--- config.mk ---
export PLATFORM = sky130hd
export DESIGN_NAME = shift_decoder
export DESIGN_NICKNAME = d
export VERILOG_FILES = /design/src/rtl/shift_pkg.sv /design/src/rtl/shift_decoder_cand.sv /design/src/rtl/shift_decoder.sv
export SDC_FILE = /design/constraint.sdc
export NUM_CORES = 1
export LEC_CHECK = 0
export CAP_MARGIN = 30
export CORE_MARGIN = 10
export CORE_UTILIZATION = 45
export DETAILED_ROUTE_END_ITERATION = 10
export PLACE_DENSITY = 0.79
export SETUP_SLACK_MARGIN = 0.02
export SLEW_MARGIN = 20
export SYNTH_ARGS = -nofsm -noshare
export SYNTH_HDL_FRONTEND = slang
export SYNTH_SLANG_ARGS = --single-unit
export TNS_END_PERCENT = 20
--- constraint.sdc ---
create_clock -name clk -period 6.3 [get_ports clk]
set_input_delay 0.945 -clock clk [delete_from_list [all_inputs] [get_ports clk]]
set_output_delay 0.945 -clock clk [all_outputs]
set_load 0.005 [all_outputs]
--- src/rtl/shift_pkg.sv ---
// Shared definitions for the 8-bit logical shifter family.
// Holds the direction encoding and the decoder FSM states.
package shift_pkg;

  localparam logic DIR_LEFT  = 1'b0;
  localparam logic DIR_RIGHT = 1'b1;

  typedef enum logic [1:0] {
    IDLE   = 2'd0,
    SEARCH = 2'd1,
    DONE   = 2'd2
  } state_t;

endpackage

--- src/rtl/shift_decoder_cand.sv ---
// Candidate generator: logical zero-fill shift of din by n in direction dir.
// Shared between the decoder and the shifter reference model.
module shift_cand
  import shift_pkg::*;
#(
  parameter int WIDTH = 8,
  parameter int NW    = $clog2(WIDTH)
) (
  input  logic [WIDTH-1:0] din,
  input  logic [NW-1:0]    n,
  input  logic             dir,
  output logic [WIDTH-1:0] shifted
);

  // Select the shift direction for the current candidate
  always_comb begin
    shifted = {WIDTH{1'b0}};
    if (dir == DIR_RIGHT) begin
      shifted = din >> n;
    end else begin
      shifted = din << n;
    end
  end

endmodule

--- src/rtl/shift_decoder.sv ---
// Recovers (n, dir) mapping din to dshift by testing one candidate per clock,
// lowest index first, and returns the first match or a not-found flag.
module shift_decoder
  import shift_pkg::*;
#(
  parameter int WIDTH = 8,
  parameter int NW    = $clog2(WIDTH)
) (
  input  logic             clk,
  input  logic             rst,
  input  logic             in_valid,
  output logic             in_ready,
  input  logic [WIDTH-1:0] din,
  input  logic [WIDTH-1:0] dshift,
  output logic             out_valid,
  input  logic             out_ready,
  output logic             out_found,
  output logic [NW-1:0]    out_n,
  output logic             out_dir
);

  // WIDTH is a power of two, so the last candidate index is all ones
  localparam logic [NW:0] K_LAST = {(NW+1){1'b1}};
  localparam logic [NW:0] K_ONE  = {{NW{1'b0}}, 1'b1};

  state_t           state_r;
  logic [NW:0]      k_r;
  logic [WIDTH-1:0] din_r;
  logic [WIDTH-1:0] dshift_r;
  logic             in_ready_r;
  logic             out_valid_r;
  logic             out_found_r;
  logic [NW-1:0]    out_n_r;
  logic             out_dir_r;

  logic [NW-1:0]    cand_n_s;
  logic             cand_dir_s;
  logic [WIDTH-1:0] cand_word_s;
  logic             match_s;

  assign cand_n_s   = k_r[NW:1];
  assign cand_dir_s = k_r[0];
  assign match_s    = (cand_word_s == dshift_r);

  shift_cand #(.WIDTH(WIDTH), .NW(NW)) u_cand (
    .din     (din_r),
    .n       (cand_n_s),
    .dir     (cand_dir_s),
    .shifted (cand_word_s)
  );

  // Handshake FSM, candidate index and registered result
  always_ff @(posedge clk) begin
    if (rst) begin
      state_r     <= IDLE;
      k_r         <= {(NW+1){1'b0}};
      din_r       <= {WIDTH{1'b0}};
      dshift_r    <= {WIDTH{1'b0}};
      in_ready_r  <= 1'b1;
      out_valid_r <= 1'b0;
      out_found_r <= 1'b0;
      out_n_r     <= {NW{1'b0}};
      out_dir_r   <= 1'b0;
    end else begin
      case (state_r)
        IDLE: begin
          if (in_valid) begin
            din_r      <= din;
            dshift_r   <= dshift;
            k_r        <= {(NW+1){1'b0}};
            in_ready_r <= 1'b0;
            state_r    <= SEARCH;
          end
        end
        SEARCH: begin
          if (match_s) begin
            out_n_r     <= cand_n_s;
            out_dir_r   <= cand_dir_s;
            out_found_r <= 1'b1;
            out_valid_r <= 1'b1;
            state_r     <= DONE;
          end else if (k_r == K_LAST) begin
            out_n_r     <= {NW{1'b0}};
            out_dir_r   <= DIR_LEFT;
            out_found_r <= 1'b0;
            out_valid_r <= 1'b1;
            state_r     <= DONE;
          end else begin
            k_r <= k_r + K_ONE;
          end
        end
        DONE: begin
          if (out_ready) begin
            out_valid_r <= 1'b0;
            in_ready_r  <= 1'b1;
            state_r     <= IDLE;
          end
        end
        default: begin
          state_r     <= IDLE;
          in_ready_r  <= 1'b1;
          out_valid_r <= 1'b0;
        end
      endcase
    end
  end

  assign in_ready  = in_ready_r;
  assign out_valid = out_valid_r;
  assign out_found = out_found_r;
  assign out_n     = out_n_r;
  assign out_dir   = out_dir_r;

endmodule

* Word-level counts from Yosys, hierarchy flattened *
Index checks and enable logic that the tools add are counted.

storage, ports and cells
  output and inout port bits = 7
  input bits = 20
  word-level logic and storage cells = 54
  register bits after elaboration = 29

operators by class
  reduce and logical (&&, ||, !) cells = 9
  eq/ne operators = 9
  shift operators = 2
  bitwise gates (word level) = 2
  mux-type cells = 22
  add/sub/neg operators = 1

operators with widths
  operator                                              count
  2-to-1 mux 4 bit                                      3
  AND reduction 3 bit                                   3
  equality test 8 bit                                   1
  2-to-1 mux 1 bit                                      8
  2-to-1 mux 2 bit                                      4
  2-to-1 mux 8 bit                                      1
  inequality test 2 bit (second input constant)         4
  one-hot mux 4 bit (2 select lines)                    1
  << shifter 8 x 3 -> 8 bit                             1
  right shift 8 x 3 -> 8 bit                            1
  2-to-1 mux 3 bit                                      2
  one-hot mux 1 bit (3 select lines)                    2
  one-hot mux 2 bit (3 select lines)                    1
  adder 4 x 1 -> 4 bit (second input constant)          1
  equality test 4 bit (second input constant)           1
  AND reduction 2 bit                                   2
  AND reduction 4 bit                                   1
  nonzero test 2 bit                                    2
  inequality test 3 bit (second input constant)         1
  equality test 2 x 1 -> 1 bit (second input constant)  1
  equality test 2 bit (second input constant)           1
  logical NOT 2 bit                                     1
  inverter 1 bit                                        2

* Depth between registers and ports, before layout *
  word-level depth = 5
  gate-level depth with buffers = 12
  mapped depth without buffers = 8

* Cells and area by module *
A second synthesis with hierarchy kept.

second synthesis, totals
  cell total of the unflattened synthesis = 234
  area, all modules = 1893.1 µm²

modules (own cells, without submodules)
  module         instances  sequential area each (µm²)  cells each  area an instance (µm²)
  shift_decoder  1          580.6                       161         1332.5
  shift_cand     1          0.0                         73          560.5

* Worst setup path after synthesis *
OpenSTA, ideal clock, no wires.

  kind = flip-flop to flip-flop
  start point = register k_r[1]
  end point = register k_r[1]
  setup slack = 3.810 ns
  buffers on the path = 2
  library setup time = 0.067 ns
  required time = 6.233 ns
  stages on the path, launching flop included = 10
  arrival = 2.423 ns
  period minus slack after synthesis = 2.490 ns
  cell sequence = dfxtp_1 > buf_6 > buf_8 > o32a_4 > a211o_1 > a32o_2 > nor4_4 > a211oi_2 > or3_1 > a21oi_2

on the way
  cells in the longest elaborated chain, start to end = 5
  elaborated cells on any way between the ends = 12
  those cells by class = add/sub (1); eq/ne (4); shift (2); mux (4); reduce/logical (1)

RTL lines
  element                                                                         line                                                source
  start: declaration                                                              shift_decoder.sv:27                                 logic [NW:0] k_r;
  start signal: assignment                                                        shift_decoder.sv:56                                 k_r <= {(NW+1){1'b0}};
  start signal: assignment                                                        shift_decoder.sv:70                                 k_r <= {(NW+1){1'b0}};
  start signal: assignment                                                        shift_decoder.sv:89                                 k_r <= k_r + K_ONE;
  << shifter 8 x 3 -> 8 bit / right shift 8 x 3 -> 8 bit (equally long branches)  shift_decoder_cand.sv:21, shift_decoder_cand.sv:19
  2-to-1 mux 8 bit                                                                shift_decoder_cand.sv:18                            if (dir == DIR_RIGHT) begin
  equality test 8 bit                                                             shift_decoder.sv:43                                 assign match_s = (cand_word_s == dshift_r);
  inequality test 2 bit (no source line)                                          n/a
  AND reduction 4 bit (no source line)                                            n/a

Parallel ways exist; a longest one is shown, timed or not. The select of a mux whose other input is x is not followed.
A chain may end at the register's enable or synchronous reset.

* Final worst setup path *
  start point = register k_r[2]
  end point = register out_n_r[1], in the netlist out_n[1]

on the way
  cells in the longest elaborated chain, start to end = 5
  elaborated cells on any way between the ends = 8
  those cells by class = eq/ne (2); shift (2); mux (2); reduce/logical (2)

RTL lines
  element                                                                         line                                                source
  << shifter 8 x 3 -> 8 bit / right shift 8 x 3 -> 8 bit (equally long branches)  shift_decoder_cand.sv:21, shift_decoder_cand.sv:19
  2-to-1 mux 8 bit                                                                shift_decoder_cand.sv:18
  equality test 8 bit                                                             shift_decoder.sv:43
  nonzero test 2 bit (no source line)                                             n/a
  AND reduction 2 bit (no source line)                                            n/a
  end signal: assignment                                                          shift_decoder.sv:62                                 out_n_r <= {NW{1'b0}};
  end signal: assignment                                                          shift_decoder.sv:77                                 out_n_r <= cand_n_s;
  end signal: assignment                                                          shift_decoder.sv:83                                 out_n_r <= {NW{1'b0}};
  end: declaration                                                                shift_decoder.sv:33                                 logic [NW-1:0] out_n_r;

Parallel ways exist; a longest one is shown, timed or not.

==> flow_summary.json <==
{
  "io_pins": 27,
  "synth_warnings": 0,
  "synth.avg_cell_area_um2": 8.19,
  "first_pass_iters": 4,
  "async_flop_share_pct": 0,
  "cts_buffers": 5,
  "pwr-share-seq_pct": 45.5,
  "setup_ws_ps": 2940,
  "drive_gt1_share_pct": 8.76,
  "finalWirelength_um": 4380,
  "n_fill_cell": 368,
  "n_antenna_cell": 0,
  "p_sw_share_pct": 31.8,
  "die_y_um": 85.2,
  "grt_setup_unrepaired": "false",
  "synthDistinctLibCells": 65,
  "critPathRequiredTime_ps": 6520,
  "grt_pass1_wl_um": 7570,
  "start_kind": "flip-flop",
  "drt.antenna.violating_nets": 0,
  "grt_max_degree": 29,
  "critPathCaptureType": "flip-flop",
  "synth_ff_type": "dfxtp_1",
  "vias": 1756,
  "synth_seq_area_share_pct": 30.3,
  "die-area_um2": 7270,
  "leakage_uw": 0.000737,
  "grt-ovfl-total": 0,
  "avgViaCountPerCell": 5.83,
  "critPathMaxStageDelay_ps": 950,
  "cts_tree": "built",
  "switchingPower_uw": 151,
  "syn-cell-area_um2": 1920,
  "antenna_found_initial": 0,
  "hold_viol": 0,
  "start_util_pct": 47.2,
  "status": "finished, final reports clean",
  "cts_hold_buf": 0,
  "intPower_uw": 324,
  "crit_path_top_delay_cell": "dfxtp_1",
  "fp.dieW_um": 85.2,
  "track_usage_pct": 12.2,
  "fin_crit_sh_pct": 53.3,
  "drv_cap": 0,
  "clockBufferDepth": 2,
  "wl_per_cell_um": 14.5,
  "p_comb_share_pct": 23.0,
  "cts_setup_buffers": 0,
  "critical_path.cell_chain": "inv_1 -> o32a_4 -> a211o_1 -> a32o_2 -> nor4_4 -> and2_1 -> a31oi_1 -> a21oi_1",
  "peakVddDrop_uv": 183,
  "dp_worst_setup_slack_ps": 2990,
  "path_clk_slew_ps": 70,
  "root_buffer": "clkbuf_8",
  "cts.sinks": 29,
  "fin_setup_tns_ps": 0,
  "io_buffers": 26,
  "core_area_um2": 4060,
  "hp-class": "flip-flop to flip-flop",
  "syn-num-nets": 255,
  "fin_skew_ps": 5.80,
  "finalSetupViolCount": 0,
  "first_iter_violations": 85,
  "cp.arrival_ps": 3580,
  "power.total_uw": 475,
  "ys_ff_latch": 29,
  "worst-setup-path-type": "flip-flop to flip-flop",
  "maxSlewHeadroom_pct": 36.2,
  "crit_path_max_fanout": 27,
  "tightest_slew_ps": 956,
  "clock_latency_ps": 280,
  "first_global_vias": 1608,
  "rows": 23,
  "fin_crit_ps": 3360,
  "synth_cells": 234,
  "final_cell_mix": "48 x nand2_1, 30 x a21oi_1, 29 x dfxtp_1",
  "ctsHtreeMaxLevel": 2,
  "fin_nets": 271,
  "max_freq_mhz": 298,
  "final_common_cell": "nand2_1",
  "gp_congestion": 0.909,
  "dp_hpwl_um": 3190,
  "synth_edf_count": 0,
  "power_density_nw_per_um2": 213,
  "cts_resized": 0,
  "area_growth_pct": 16.3,
  "drc_errors": 0,
  "drv_slew": 0,
  "clock_power_share_pct": 31.6
}
-- power groups by stage --
stage / Sequential, uW / Combinational, uW / Clock, uW
2_1_floorplan: 209 / 88.6 / 0
3_3_place_gp: 219 / 107 / 0
3_5_place_dp: 220 / 109 / 0
4_1_cts: 216 / 109 / 153
5_1_grt: 219 / 122 / 161
6_report: 216 / 109 / 150
-- critical path, delay by kind of cell, from the launching register on --
family,cells,cell delay [ps]
and+or+nand+nor,2,790
DFF,1,950
AOI/OAI and AO/OA,5,1290
buffers and inverters,1,260
-- cell families after synthesis --
group	after synthesis	synth area share, %
multiplexers	17	11.5
AND/OR/NAND/NOR	90	24.4
AO/OA/AOI/OAI	69	24.4
flip-flops	29	30.3
XOR/XNOR	5	2.29
adder cells (fa/ha/maj)	1	0.653
buffers and inverters	23	6.47
-- final cells by class --
cell class / count / area [um2] / share of cell area [%]
clock inverter: 3 / 17.5 / 0.787
sequential: 29 / 581 / 26.1
timing repair buffer: 27 / 268 / 12.0
tap: 50 / 62.6 / 2.81
clock buffer: 5 / 68.8 / 3.09
multi-input combinational: 182 / 1210 / 54.4
inverter: 5 / 18.8 / 0.843
-- cell usage after synthesis (all sizes together), types with 3 or more instances --
cell | count | area [um2]
clkbuf | 7 | 26.3
nor2 | 6 | 22.5
a21oi | 31 | 159
nand2b | 6 | 37.5
nor2b | 4 | 25.0
nor3 | 3 | 20.0
mux2i | 10 | 100
mux2 | 4 | 45.0
a31oi | 4 | 25.0
nand2 | 48 | 180
buf | 11 | 78.8
mux4 | 3 | 75.1
nor4 | 3 | 40.0
and2 | 3 | 18.8
xnor2 | 3 | 26.3
dfxtp | 29 | 581
o31ai | 3 | 22.5
nand3 | 4 | 20.0
inv | 4 | 15.0
o21ai | 6 | 30.0
-- worst paths after layout --
check | slack (ps) | cells past startpoint | startpoint | end
max | 2940 | 8 | k_r[2] | out_n[1]
min | 470 | 2 | out_dir | out_dir
max reg2reg | 2940 | 8 | k_r[2] | out_n[1]
min reg2reg | 470 | 2 | out_dir | out_dir
-- state kept, by name, summed over array words and instances (netlist names) --
register,cells
out_dir,1
out_n,3
in_ready,1
state_r,2
out_valid,1
dshift_r,8
din_r,8
out_found,1
k_r,4
-- per-layer routing --
metal	GRT usage (%)	share of wire (%)
met5	0	0
met4	5.99	2.4
met3	3.06	4.9
met2	18.7	46
met1	15.5	47
-- metrics by stage --
stage | utilization, % | hold WS (ps) | cells | cell area [um2]
after global routing | 54.9 | 487 | 301 | 2230
final | 54.9 | 471 | 301 | 2230
after detailed placement | 52.8 | 463 | 293 | 2140
after global placement | 52.8 | 457 | 293 | 2140
after CTS | 54.9 | 471 | 301 | 2230
after floorplan | - | 448 | 234 | 1920
(Power assumes the default switching activity.)
